===== config.mk =====
export PLATFORM = sky130hd
export DESIGN_NAME = uart_tx_frame_ctrl
export DESIGN_NICKNAME = d
export VERILOG_FILES = /design/src/rtl/uart_tx_frame_ctrl.sv
export SDC_FILE = /design/constraint.sdc
export NUM_CORES = 1
export LEC_CHECK = 0
export BUFFER_PORTS_ARGS = -buffer_cell sky130_fd_sc_hd__clkbuf_2
export CAP_MARGIN = 10
export CORE_ASPECT_RATIO = 1.5
export CORE_MARGIN = 5
export CORE_UTILIZATION = 43
export CTS_BUF_LIST = sky130_fd_sc_hd__clkbuf_4 sky130_fd_sc_hd__clkbuf_8
export CTS_CLUSTER_DIAMETER = 100
export DETAILED_ROUTE_END_ITERATION = 12
export MAX_ROUTING_LAYER = met4
export PLACE_DENSITY = 0.61
export SLEW_MARGIN = 15
export SYNTH_ARGS = -nofsm -noshare
export SYNTH_HDL_FRONTEND = slang
export SYNTH_SLANG_ARGS = --single-unit
export TNS_END_PERCENT = 50

===== constraint.sdc =====
create_clock -name clk -period 7.2 [get_ports clk]
set_input_delay 1.44 -clock clk [delete_from_list [all_inputs] [get_ports clk]]
set_output_delay 1.44 -clock clk [all_outputs]
set_load 0.01 [all_outputs]

===== src/rtl/uart_tx_frame_ctrl.sv =====
// UART transmit frame sequencer: start bit, 7/8 data bits LSB first, optional parity, one stop.
// Owns the shift register and bit-time counter; tx_out is driven straight from a flop.
module uart_tx_frame_ctrl #(
    parameter int unsigned BAUD_W = 19
) (
    input  logic              clk,
    input  logic              reset,
    input  logic              load,
    input  logic [7:0]        data_in,
    input  logic              eight,
    input  logic              pen,
    input  logic              ohel,
    input  logic [BAUD_W-1:0] baud_k,
    output logic              tx_out,
    output logic              tx_rdy,
    output logic              tx_done
);

    typedef enum logic [0:0] {StIdle, StShift} state_e;

    state_e            state_q, state_d;
    logic [10:0]       sr_q, sr_d;
    logic [3:0]        bit_cnt_q, bit_cnt_d;
    logic [3:0]        len_q, len_d;
    logic [BAUD_W-1:0] baud_cnt_q, baud_cnt_d;
    logic              tx_out_q, tx_out_d;
    logic              tx_done_q, tx_done_d;

    logic [7:0]        data_sel;
    logic              par;
    logic              baud_wrap;
    logic [3:0]        bit_cnt_inc;

    always_comb begin
        data_sel    = {data_in[7] & eight, data_in[6:0]};
        par         = ohel ^ (^data_sel);
        // >= so a live decrease of baud_k mid-bit cannot make the counter overrun
        baud_wrap   = (baud_cnt_q >= baud_k);
        bit_cnt_inc = bit_cnt_q + 4'd1;
    end

    always_comb begin
        state_d    = state_q;
        sr_d       = sr_q;
        bit_cnt_d  = bit_cnt_q;
        len_d      = len_q;
        baud_cnt_d = baud_cnt_q;
        tx_out_d   = tx_out_q;
        tx_done_d  = 1'b0;

        unique case (state_q)
            StIdle: begin
                tx_out_d = 1'b1;
                if (load) begin
                    state_d    = StShift;
                    sr_d       = {1'b1,
                                  (eight & pen) ? par : 1'b1,
                                  eight ? data_in[7] : (pen ? par : 1'b1),
                                  data_in[6:0],
                                  1'b0};
                    len_d      = 4'd9 + {3'b000, eight} + {3'b000, pen};
                    bit_cnt_d  = 4'd0;
                    baud_cnt_d = '0;
                    // Start bit goes out the cycle after the load edge
                    tx_out_d   = 1'b0;
                end
            end
            StShift: begin
                if (baud_wrap) begin
                    baud_cnt_d = '0;
                    sr_d       = {1'b1, sr_q[10:1]};
                    bit_cnt_d  = bit_cnt_inc;
                    if (bit_cnt_inc >= len_q) begin
                        state_d   = StIdle;
                        tx_done_d = 1'b1;
                        tx_out_d  = 1'b1;
                        sr_d      = '1;
                        bit_cnt_d = 4'd0;
                    end else begin
                        tx_out_d = sr_q[1];
                    end
                end else begin
                    baud_cnt_d = baud_cnt_q + BAUD_W'(1);
                end
            end
            default: begin
                state_d = StIdle;
            end
        endcase
    end

    always_ff @(posedge clk or negedge reset) begin
        if (!reset) begin
            state_q    <= StIdle;
            sr_q       <= '1;
            bit_cnt_q  <= 4'd0;
            len_q      <= 4'd0;
            baud_cnt_q <= '0;
            tx_out_q   <= 1'b1;
            tx_done_q  <= 1'b0;
        end else begin
            state_q    <= state_d;
            sr_q       <= sr_d;
            bit_cnt_q  <= bit_cnt_d;
            len_q      <= len_d;
            baud_cnt_q <= baud_cnt_d;
            tx_out_q   <= tx_out_d;
            tx_done_q  <= tx_done_d;
        end
    end

    assign tx_out  = tx_out_q;
    assign tx_rdy  = (state_q == StIdle);
    assign tx_done = tx_done_q;

endmodule


==> results of run 1 <==
-- worst paths after layout --
path,startpoint,endpoint,slack [ns],cells past startpoint
max,baud_k[10],sr_q[2]$_DFFE_PN1P_,3.65,9
max reg2reg,baud_cnt_q[13]$_DFFE_PN0P_,sr_q[2]$_DFFE_PN1P_,4.45,7
min reg2reg,len_q[3]$_DFFE_PN0P_,len_q[3]$_DFFE_PN0P_,0.45,2
min in group asynchronous,reset,baud_cnt_q[18]$_DFFE_PN0P_,1.29,1
min,len_q[3]$_DFFE_PN0P_,len_q[3]$_DFFE_PN0P_,0.45,2
max in group asynchronous,reset,bit_cnt_q[2]$_DFFE_PN0P_,5.32,1
-- layout by cell type, fill, tap and decap left out, types with 9 or more instances in the layout --
cell	instances
sky130_fd_sc_hd__clkbuf_2	35
sky130_fd_sc_hd__inv_1	30
sky130_fd_sc_hd__dfrtp_1	28
sky130_fd_sc_hd__nand2_1	26
sky130_fd_sc_hd__ha_1	26
sky130_fd_sc_hd__nor2_1	23
sky130_fd_sc_hd__nand3_1	20
sky130_fd_sc_hd__a21oi_1	20
sky130_fd_sc_hd__o21ai_0	13
sky130_fd_sc_hd__dfstp_2	10
sky130_fd_sc_hd__xnor2_1	9
-- power groups by stage --
stage,clock network [mW],logic (mW),registers [mW]
6_report,0.157,0.241,0.328
5_1_grt,0.171,0.278,0.336
4_1_cts,0.162,0.245,0.329
3_5_place_dp,0,0.244,0.331
3_3_place_gp,0,0.236,0.330
2_1_floorplan,0,0.193,0.317
-- registers in the layout, summed over array words and instances (netlist names) --
signal,flops
baud_cnt_q,19
bit_cnt_q,4
len_q,3
sr_q,9
state_q,1
tx_done,1
tx_out,1
-- worst max-delay path: cells and delay by family --
kind	cells	cell delay, ns
buffers and inverters	2	0.10
muxes	1	0.41
AOI/OAI and AO/OA	4	1.39
and+or+nand+nor	1	0.12
adders and majority gates	1	0.31
-- layout make-up --
type / count / share of cell area, %
Tap cell: 74 / 3.136
Clock inverter: 1 / 0.1695
Multi-Input combinational cell: 212 / 50.76
Timing Repair Buffer: 37 / 6.441
Clock buffer: 7 / 3.051
Inverter: 30 / 3.814
Sequential cell: 38 / 32.63
-- routing by layer --
layer  share of wire, %  global-route usage, %
met1                 43                  18.55
met2                 49                  26.08
met3                4.2                  2.481
met4                3.7                  8.290
met5                  0                      -
-- through the flow --
step	util (%)	instances
2_1_floorplan	-	289
3_3_place_gp	47.29	391
3_5_place_dp	47.29	391
4_1_cts	48.86	399
5_1_grt	48.86	399
6_report	48.86	399
-- logic make-up after synthesis --
kind of cell    share of synthesized area (%)
compound gates                          18.10
xor+xnor                                3.000
fa+ha+maj                               12.38
buf+inv                                 6.285
flops                                   36.67
mux                                     4.714
simple gates                            18.86
==> out/qor.yml, run 1 <==
sta:
  fin_tns_setup_ns: 0
  setup_slack_ns: 3.647
  hold_violations: 0
  maxSlewViolCount: 0
  worst_slew_pin_slew_ns: 0.9505
  final.min_clock_period_ns: 3.553
  maxClockFrequency_mhz: 281.4
  finalHoldWorstSlack_ns: 0.4528
  min_period_over_period_pct: 49.35
  timing.clock.skew_ns: 0.006416
  rsz0062_at_grt: "no"
  finalSetupViolCount: 0
  slew_headroom_pct: 36.63
placement:
  hpwl_um: 4190
  postPlaceCellArea_um2: 2858
  place_congestion: 0.8246
  dp_worst_setup_slack_ns: 3.361
  portBuffers: 35
cts:
  cts_made_buffers: 5
  post_cts_clock_slew_at_the_launch_and_capture_registers_of_the_worst_setup_and_hold_paths_ns: 0.07
  postCtsResizedCells: 0
  cts_setup_buffers: 0
  holdBufCountCts: 0
  numClockSinks: 38
  tritoncts: "yes"
  cts.root.buffer_cell: "sky130_fd_sc_hd__clkbuf_8"
  cts_max_level: 2
  clock_latency_ns: 0.29
  clockBufferDepth: 2
pwr:
  design_power_total_uw: 726.3
  switchingPower_uw: 237.5
  relative_contribution_of_combinational_cells_to_total_power_pct: 33.2
  proportion_of_total_power_due_to_net_switching_pct: 32.70
  irDropWorstVdd_v: 0.0001308
  power.density_cell_area_nw_per_um2: 246.0
  cellInternalPower_uw: 488.8
  seq_power_share_pct: 45.2
  power.share.clock_pct: 21.6
  total_leakage_power_nw: 1.466
synthesis:
  ys_top_cells_by_area: "sky130_fd_sc_hd__dfrtp_1 (27%), sky130_fd_sc_hd__ha_1 (12%), sky130_fd_sc_hd__dfstp_2 (10%), sky130_fd_sc_hd__inv_1 (4.3%), sky130_fd_sc_hd__a21oi_1 (3.8%)"
  synth.avg_cell_area_um2: 9.092
  synth_enable_flop_cells: 0
  synth-seq-cells: 38
  yosysSeqAreaShare_pct: 36.67
  postSynthNetCount: 348
  ys_async_sr_fraction_pct: 100.0
  post-synth-top-area-cell: "sky130_fd_sc_hd__dfrtp_1"
  syn_area_um2: 2628
  synth_warnings: 0
  synth_top_area_share_pct: 26.67
  number_of_distinct_library_cells_after_synthesis: 48
  top_cell_types_by_occurrence_after_synthesis: "sky130_fd_sc_hd__inv_1 (30), sky130_fd_sc_hd__dfrtp_1 (28), sky130_fd_sc_hd__ha_1 (26), sky130_fd_sc_hd__nand2_1 (26), sky130_fd_sc_hd__nor2_1 (23)"
  synthesized_instance_count: 289
  yosysMostFrequentCell: "sky130_fd_sc_hd__inv_1"
  ys.flop_type: "sky130_fd_sc_hd__dfrtp_1"
worst_setup_path:
  cpPeakStageDelay_ns: 0.74
  crit_fanout: 12
  crit_path_cell_trace: "clkbuf_2, inv_1, ha_1, a21oi_1, o21ai_0, a221oi_2, nand2_1, a31oi_2, mux2_2"
  worst-setup-path-type: "in -> reg"
  crit_path_end_kind: "flop"
  cp-start-kind: "input pin"
  required_ns: 7.42
  worst_path_max_delay_cell: "sky130_fd_sc_hd__a31oi_2"
  arrival_ns: 3.78
drt:
  drt_iter0_drc: 109
  detail_route.wirelength_um: 5672
  final_routed_drc_violation_total: 0
  first_pass_iters: 4
  drt.antenna.violating_nets: 0
  avgRoutedWirePerCell_um: 14.22
  dr_total_vias: 2157
  post_drt_via_cell_ratio: 5.406
grt:
  grt_max_degree: 39
  globalRouteTotalUtil_pct: 16.01
  first_global_vias: 2094
  initial_antenna_violation_count: 0
  overflow: 0
  grt_first_pass_wirelength_um: 9522
finish:
  areaGrowthSynthToFinish_pct: 12.38
  post-route-cell-area_um2: 2953
  drive_above_1_share_pct: 22.77
  filler_cell_count: 596
  sequential_cell_area_um2: 963.4
  area_of_the_multi_input_gates_um2: 1499
  finish.net_count: 383
  antenna_cells: 0
floorplan:
  std_cell_rows: 35
  num_io_pins: 36
  core_area_um2: 6043
  floorplan.initialDensity_pct: 43.48
  floorplan.die.width_um: 73.83
  floorplan.die_area_um2: 7806
  die_height_um: 105.7
min_path:
  worst_hold_path_type: "reg -> reg"
run_status:
  outcome: "complete, no violations"
run:
  max_cap_violations: 0
No activity file was read; power rests on OpenSTA's default activity.
==> run 2: changes to the inputs <==
- clock period: 7.2 -> 3.4 ns (I/O delays scaled with it)
==> out/qor.yml, run 2 (synthesis gave the netlist of run 1 again) <==
run_status:
  outcome: "complete, no violations"
placement:
  portBuffers: 35  # unchanged
  place_congestion: 0.7509  # -8.9%
  postPlaceCellArea_um2: 2880  # +0.79%
  hpwl_um: 4199  # +0.23%
cts:
  clockBufferDepth: 2  # unchanged
  holdBufCountCts: 0  # unchanged
  clock_latency_ns: 0.29  # about the same
  post_cts_clock_slew_at_the_launch_and_capture_registers_of_the_worst_setup_and_hold_paths_ns: 0.08  # about the same
  cts_max_level: 2  # unchanged
  postCtsResizedCells: 0  # unchanged
  cts_setup_buffers: 0  # unchanged
  numClockSinks: 38  # unchanged
  cts_made_buffers: 5  # unchanged
  cts.root.buffer_cell: "sky130_fd_sc_hd__clkbuf_8"
  tritoncts: "yes"
sta:
  min_period_over_period_pct: 72.00
  fin_tns_setup_ns: 0  # unchanged
  finalSetupViolCount: 0  # unchanged
  hold_violations: 0  # unchanged
  worst_slew_pin_slew_ns: 0.9655  # +0.01505 ns
  final.min_clock_period_ns: 2.448
  timing.clock.skew_ns: 0.006894  # +0.0004778 ns
  rsz0062_at_grt: "no"
  maxSlewViolCount: 0  # unchanged
  maxClockFrequency_mhz: 408.5
  slew_headroom_pct: 35.63  # -1.0 points
grt:
  first_global_vias: 2162  # +3.2%
  globalRouteTotalUtil_pct: 15.73  # -0.27 points
  grt_first_pass_wirelength_um: 9515  # about the same
  overflow: 0  # unchanged
  grt_max_degree: 39  # unchanged
  initial_antenna_violation_count: 0  # unchanged
floorplan:
  num_io_pins: 36  # unchanged
  floorplan.initialDensity_pct: 43.48  # unchanged
  die_height_um: 105.7  # unchanged
  floorplan.die.width_um: 73.83  # unchanged
  floorplan.die_area_um2: 7806  # unchanged
  core_area_um2: 6043  # unchanged
  std_cell_rows: 35  # unchanged
worst_setup_path:
  crit_path_end_kind: "flop"
  required_ns: 3.62  # -3.80 ns
  worst-setup-path-type: "in -> reg"
  cp-start-kind: "input pin"
  arrival_ns: 2.67  # -1.11 ns
  crit_fanout: 12  # unchanged
min_path:
  worst_hold_path_type: "reg -> reg"
pwr:
  total_leakage_power_nw: 1.486  # +1.4%
  irDropWorstVdd_v: 0.0003293  # +150%
  power.density_cell_area_nw_per_um2: 533.5  # +120%
  cellInternalPower_mw: 1.083  # +120%
  proportion_of_total_power_due_to_net_switching_pct: 32.07  # -0.63 points
  power.share.clock_pct: 24.2  # +2.6 points
  relative_contribution_of_combinational_cells_to_total_power_pct: 32.4  # -0.8 points
  switchingPower_uw: 511.4  # +120%
  seq_power_share_pct: 43.4  # -1.8 points
finish:
  registers.top_by_ff_count: "baud_cnt_q"
  mostFrequentLayoutCell: "sky130_fd_sc_hd__clkbuf_2"
  biggestRegsByFlops: "baud_cnt_q: 19 flops, sr_q: 9 flops, bit_cnt_q: 4 flops"
  drive_above_1_share_pct: 23.48  # +0.71 points
  max_reg_flops: 19  # unchanged
  finish.net_count: 386  # +0.78%
  filler_cell_count: 602  # +1.0%
  post-route-cell-area_um2: 2989  # +1.2%
  mostFrequentLayoutCells: "sky130_fd_sc_hd__clkbuf_2 (35), sky130_fd_sc_hd__inv_1 (30), sky130_fd_sc_hd__dfrtp_1 (28)"
  antenna_cells: 0  # unchanged
  areaGrowthSynthToFinish_pct: 13.76
run:
  max_cap_violations: 0  # unchanged
drt:
  post_drt_via_cell_ratio: 5.405  # about the same
  drt.antenna.violating_nets: 0  # unchanged
  drt_iter0_drc: 141  # +29%
  final_routed_drc_violation_total: 0  # unchanged
  avgRoutedWirePerCell_um: 13.79  # -3.0%
  detail_route.wirelength_um: 5545  # -2.2%
  dr_total_vias: 2173  # +0.74%
  first_pass_iters: 4  # unchanged
==> run 2: cell types whose count changed in the layout (fill, tap and decap cells not counted) <==
cell	previous run	this run
sky130_fd_sc_hd__buf_4	2	5
sky130_fd_sc_hd__bufinv_16	0	1
sky130_fd_sc_hd__clkbuf_4	1	0
sky130_fd_sc_hd__clkbuf_8	6	5
sky130_fd_sc_hd__clkinv_2	1	2
==> run 2: cell type report <==
type                            instances  area [um2]  area share (%)
Multi-Input combinational cell        212        1499           50.15
Inverter                               30       112.6           3.767
Clock inverter                          3       40.04           1.339
Clock buffer                            5       68.82           2.302
Tap cell                               74       92.59           3.098
Sequential cell                        38       963.4           32.23
Timing Repair Buffer                   40       212.7           7.116
==> run 2: final timing paths <==
path | endpoint | cells past startpoint | slack, ns | start
hold / removal | len_q[3]$_DFFE_PN0P_ | 2 | 0.45 | len_q[3]$_DFFE_PN0P_
setup reg to reg | sr_q[2]$_DFFE_PN1P_ | 8 | 0.99 | baud_cnt_q[13]$_DFFE_PN0P_
max in group asynchronous | baud_cnt_q[18]$_DFFE_PN0P_ | 1 | 2.28 | reset
min in group asynchronous | bit_cnt_q[2]$_DFFE_PN0P_ | 1 | 0.54 | reset
setup / recovery | sr_q[2]$_DFFE_PN1P_ | 10 | 0.95 | baud_k[13]
hold reg to reg | len_q[3]$_DFFE_PN0P_ | 2 | 0.45 | len_q[3]$_DFFE_PN0P_
==> run 2: power groups by stage <==
stage               Sequential [mW]  Clock (mW)  Combinational, mW
finish                        0.692       0.385              0.517
global route                  0.710       0.413              0.597
CTS                           0.693       0.395              0.526
detailed placement            0.699           0              0.525
global placement              0.696           0              0.502
floorplan                     0.672           0              0.408
==> run 2: stage by stage <==
| stage | cells | hold slack [ns] | util [%] | total power, mW | worst slack [ns] |
|---|---|---|---|---|---|
| floorplan | 289 | 0.3844 | - | 1.080 | 0.9365 |
| global placement | 394 | 0.4364 | 47.66 | 1.198 | 0.7127 |
| detailed placement | 394 | 0.4396 | 47.66 | 1.224 | 0.6523 |
| CTS | 402 | 0.4609 | 49.46 | 1.614 | 0.9497 |
| global route | 402 | 0.5107 | 49.46 | 1.720 | 0.8336 |
| finish | 402 | 0.4541 | 49.46 | 1.595 | 0.9521 |
==> run 2: worst max-delay path, stage by stage <==
cell                       delay (ns)
sky130_fd_sc_hd__clkbuf_2        0.08
sky130_fd_sc_hd__inv_1           0.03
sky130_fd_sc_hd__ha_1            0.32
sky130_fd_sc_hd__a21oi_1         0.16
sky130_fd_sc_hd__nand2_1         0.08
sky130_fd_sc_hd__a221oi_2        0.40
sky130_fd_sc_hd__nand2_1         0.13
sky130_fd_sc_hd__a31oi_2         0.20
sky130_fd_sc_hd__buf_4           0.24
sky130_fd_sc_hd__mux2_2          0.35
==> run 2: metal layers <==
metal	track usage, %	wire (um)
met5	-	0
met4	3.497	44
met3	2.863	288
met2	27.35	2884
met1	18.50	2328
==> run 3: changes to the inputs <==
- ABC_AREA: default -> 1
- PLACE_DENSITY: 0.61 -> 0.63
- clock period: 3.4 -> 2.1 ns (I/O delays scaled with it)
==> out/qor.yml, run 3 <==
worst_setup_path:
  worst_path_dominant_cell_family: "simple AND/OR/NAND/NOR gates"
  arrival_ns: 2.22  # -0.45 ns
  cpPeakStageDelay_ns: 0.44  # +0.04 ns
  critical_path.n_buffers_inverters: 1  # -2
  crit_path_end_kind: "flop"
  crit_path_cell_trace: "ha_1, nand2_2, nor2_2, and2_4, nand3b_4, nand4_4, nand2_4, nand2_4, buf_4, nand2_1, nand2_1"
  crit_fanout: 12  # unchanged
  cp-start-kind: "flop"
  worst-setup-path-type: "reg -> reg"
  required_ns: 2.33  # -1.29 ns
  worst_path_max_delay_cell: "sky130_fd_sc_hd__dfrtp_1"
finish:
  drive_above_1_share_pct: 21.85  # -1.6 points
  finish.net_count: 511  # +32%
  areaGrowthSynthToFinish_pct: 20.58
  final-instance-count-excl-fill: 529  # +32%
  registers.top_by_ff_count: "baud_cnt_q"
  mostFrequentLayoutCells: "sky130_fd_sc_hd__nand2_1 (119), sky130_fd_sc_hd__inv_1 (74), sky130_fd_sc_hd__clkbuf_2 (35)"
  sequential_cell_area_um2: 964.7  # +0.13%
  biggestRegsByFlops: "baud_cnt_q: 19 flops, sr_q: 9 flops, bit_cnt_q: 4 flops"
  antenna_cells: 0  # unchanged
  filler_cell_count: 663  # +10%
  post-route-cell-area_um2: 3446  # +15%
  final_core_density_pct: 53.13  # +3.7 points
  area_of_the_multi_input_gates_um2: 1610  # +7.4%
  max_reg_flops: 19  # unchanged
  mostFrequentLayoutCell: "sky130_fd_sc_hd__nand2_1"
placement:
  hpwl_um: 5196  # +24%
  place_congestion: 0.8737  # +16%
  dp_worst_setup_slack_ns: -0.02431  # -0.6766 ns
  postPlaceCellArea_um2: 3244  # +13%
  portBuffers: 35  # unchanged
  placed_cells_incl_taps: 517  # +31%
synthesis:
  top_cell_types_by_occurrence_after_synthesis: "sky130_fd_sc_hd__nand2_1 (120), sky130_fd_sc_hd__inv_1 (74), sky130_fd_sc_hd__dfrtp_1 (28)"
  yosysMostFrequentCell: "sky130_fd_sc_hd__nand2_1"
  ys.flop_type: "sky130_fd_sc_hd__dfrtp_1"
  synth.avg_cell_area_um2: 7.272  # -20%
  synth_warnings: 0  # unchanged
  synthesized_instance_count: 393  # +36%
  yosysSeqAreaShare_pct: 33.71  # -3.0 points
  ys_top_cells_by_area: "sky130_fd_sc_hd__dfrtp_1 (25%), sky130_fd_sc_hd__nand2_1 (16%), sky130_fd_sc_hd__ha_1 (11%), sky130_fd_sc_hd__inv_1 (9.7%), sky130_fd_sc_hd__dfstp_2 (9.2%)"
  synth_enable_flop_cells: 0  # unchanged
  post-synth-top-area-cell: "sky130_fd_sc_hd__dfrtp_1"
  ys_async_sr_fraction_pct: 100.0  # unchanged
  postSynthNetCount: 452  # +30%
  number_of_distinct_library_cells_after_synthesis: 33  # -31%
  synth-seq-cells: 38  # unchanged
  syn_area_um2: 2858  # +8.8%
  synth_top_area_share_pct: 24.52  # -2.1 points
sta:
  hold_violations: 0  # unchanged
  slew_headroom_pct: 67.43  # +32 points
  final.min_clock_period_ns: 1.983
  fin_tns_setup_ns: 0  # unchanged
  min_period_over_period_pct: 94.41
  rsz0062_at_grt: "no"
  maxClockFrequency_mhz: 504.4
  maxSlewViolCount: 0  # unchanged
  finalSetupViolCount: 0  # unchanged
  timing.clock.skew_ns: 0.01453  # +0.007641 ns
  worst_slew_pin_slew_ns: 0.4880  # -0.4775 ns
  setup_slack_ns: 0.1175  # -0.8346 ns
pwr:
  switchingPower_mw: 1.496  # +190%
  power.share.clock_pct: 20.3  # -3.9 points
  power.density_cell_area_nw_per_um2: 1116  # +110%
  seq_power_share_pct: 33.2  # -10 points
  relative_contribution_of_combinational_cells_to_total_power_pct: 46.6  # +14 points
  irDropWorstVdd_v: 0.0005746  # +75%
  cellInternalPower_mw: 2.351  # +120%
  proportion_of_total_power_due_to_net_switching_pct: 38.88  # +6.8 points
  total_leakage_power_nw: 1.898  # +28%
drt:
  avgRoutedWirePerCell_um: 12.31  # -11%
  final_routed_drc_violation_total: 0  # unchanged
  first_pass_iters: 4  # unchanged
  drt_iter0_drc: 190  # +35%
  dr_total_vias: 2601  # +20%
  drt.antenna.violating_nets: 0  # unchanged
  post_drt_via_cell_ratio: 4.917  # -9.0%
  detail_route.wirelength_um: 6511  # +17%
floorplan:
  std_cell_rows: 36  # +2.9%
  core_area_um2: 6486  # +7.3%
  die_height_um: 109.8  # +3.9%
  floorplan.die_area_um2: 8410  # +7.7%
  num_io_pins: 36  # unchanged
  floorplan.die.width_um: 76.56  # +3.7%
  floorplan.initialDensity_pct: 44.06  # +0.58 points
grt:
  first_global_vias: 2620  # +21%
  overflow: 0  # unchanged
  initial_antenna_violation_count: 0  # unchanged
  grt_max_degree: 39  # unchanged
  grt_first_pass_wirelength_um: 11180  # +18%
  globalRouteTotalUtil_pct: 16.82  # +1.1 points
cts:
  cts_max_level: 2  # unchanged
  tritoncts: "yes"
  clockBufferDepth: 2  # unchanged
  numClockSinks: 38  # unchanged
  cts.root.buffer_cell: "sky130_fd_sc_hd__clkbuf_8"
  post_cts_clock_slew_at_the_launch_and_capture_registers_of_the_worst_setup_and_hold_paths_ns: 0.09  # about the same
  clock_latency_ns: 0.30  # about the same
  cts_made_buffers: 5  # unchanged
run:
  max_cap_violations: 0  # unchanged
min_path:
  worst_hold_path_type: "in -> async"
run_status:
  outcome: "complete, no violations"
## run 3: changes by cell type in the layout (fill, tap and decap cells not counted), moves of 6 or more
cell                      before  now
sky130_fd_sc_hd__xor2_1        0   12
sky130_fd_sc_hd__buf_4         5   20
sky130_fd_sc_hd__a21oi_1      20    9
sky130_fd_sc_hd__o22ai_1       0   18
sky130_fd_sc_hd__nand2_1      26  119
sky130_fd_sc_hd__mux2_4        6    0
sky130_fd_sc_hd__inv_1        30   74
sky130_fd_sc_hd__xnor2_1       9    2
## run 3: cells by family after synthesis
logic type | synth area share, %
XOR/XNOR | 4.291
AO/OA/AOI/OAI | 9.326
AND/OR/NAND/NOR | 30.47
flip-flops | 33.71
adder cells (fa/ha/maj) | 11.38
buffers and inverters | 10.81
## run 3: metrics by stage
step / hold WS [ns] / total power, mW
finish: 0.1571 / 3.847
global route: 0.2002 / 4.205
CTS: 0.1823 / 3.816
detailed placement: 0.4586 / 3.023
global placement: 0.4563 / 2.972
floorplan: 0.1244 / 2.455
## run 3: layout make-up
type                    instances  area share [%]
clock buffers                   6           2.397
clock inverters                 2           1.743
well taps                      76           2.760
flip-flops and latches         38           28.00
multi-input cells             275           46.73
inverters                      76           8.352
repair buffers                 56           10.02
## run 3: routing by layer
metal  global-route usage, %  vias to the layer above  part of all wire [%]
met1                   17.24                     1178                    41
li1                        -                     1364                     -
met4                   6.500                        0                   2.2
met5                       -                        -                     0
met2                   31.92                       46                    54
met3                   2.705                       13                   3.1
## run 3: timing repair
item	4_1_cts	5_1_grt
hold endpoints to repair	0	0
setup endpoints to repair	0	31
gates resized for setup	0	6
setup buffers	0	4
hold buffers	0	0
## run 3: worst paths after layout
check | from | slack (ns) | endpoint | depth (start not counted)
setup / recovery | baud_cnt_q[18]$_DFFE_PN0P_ | 0.12 | sr_q[7]$_DFFE_PN1P_ | 11
hold / removal | reset | 0.16 | baud_cnt_q[13]$_DFFE_PN0P_ | 2
setup reg to reg | baud_cnt_q[18]$_DFFE_PN0P_ | 0.12 | sr_q[7]$_DFFE_PN1P_ | 11
hold reg to reg | sr_q[4]$_DFFE_PN1P_ | 0.47 | sr_q[4]$_DFFE_PN1P_ | 2
max in group asynchronous | reset | 1.57 | sr_q[8]$_DFFE_PN1P_ | 2
min in group clk | sr_q[4]$_DFFE_PN1P_ | 0.47 | sr_q[4]$_DFFE_PN1P_ | 2
## run 3: power groups by stage
stage	clock network [mW]	logic [mW]	registers [mW]
2_1_floorplan	0	1.18	1.27
3_3_place_gp	0	1.67	1.30
3_5_place_dp	0	1.72	1.30
4_1_cts	0.792	1.73	1.29
5_1_grt	0.825	2.08	1.30
6_report	0.780	1.79	1.28
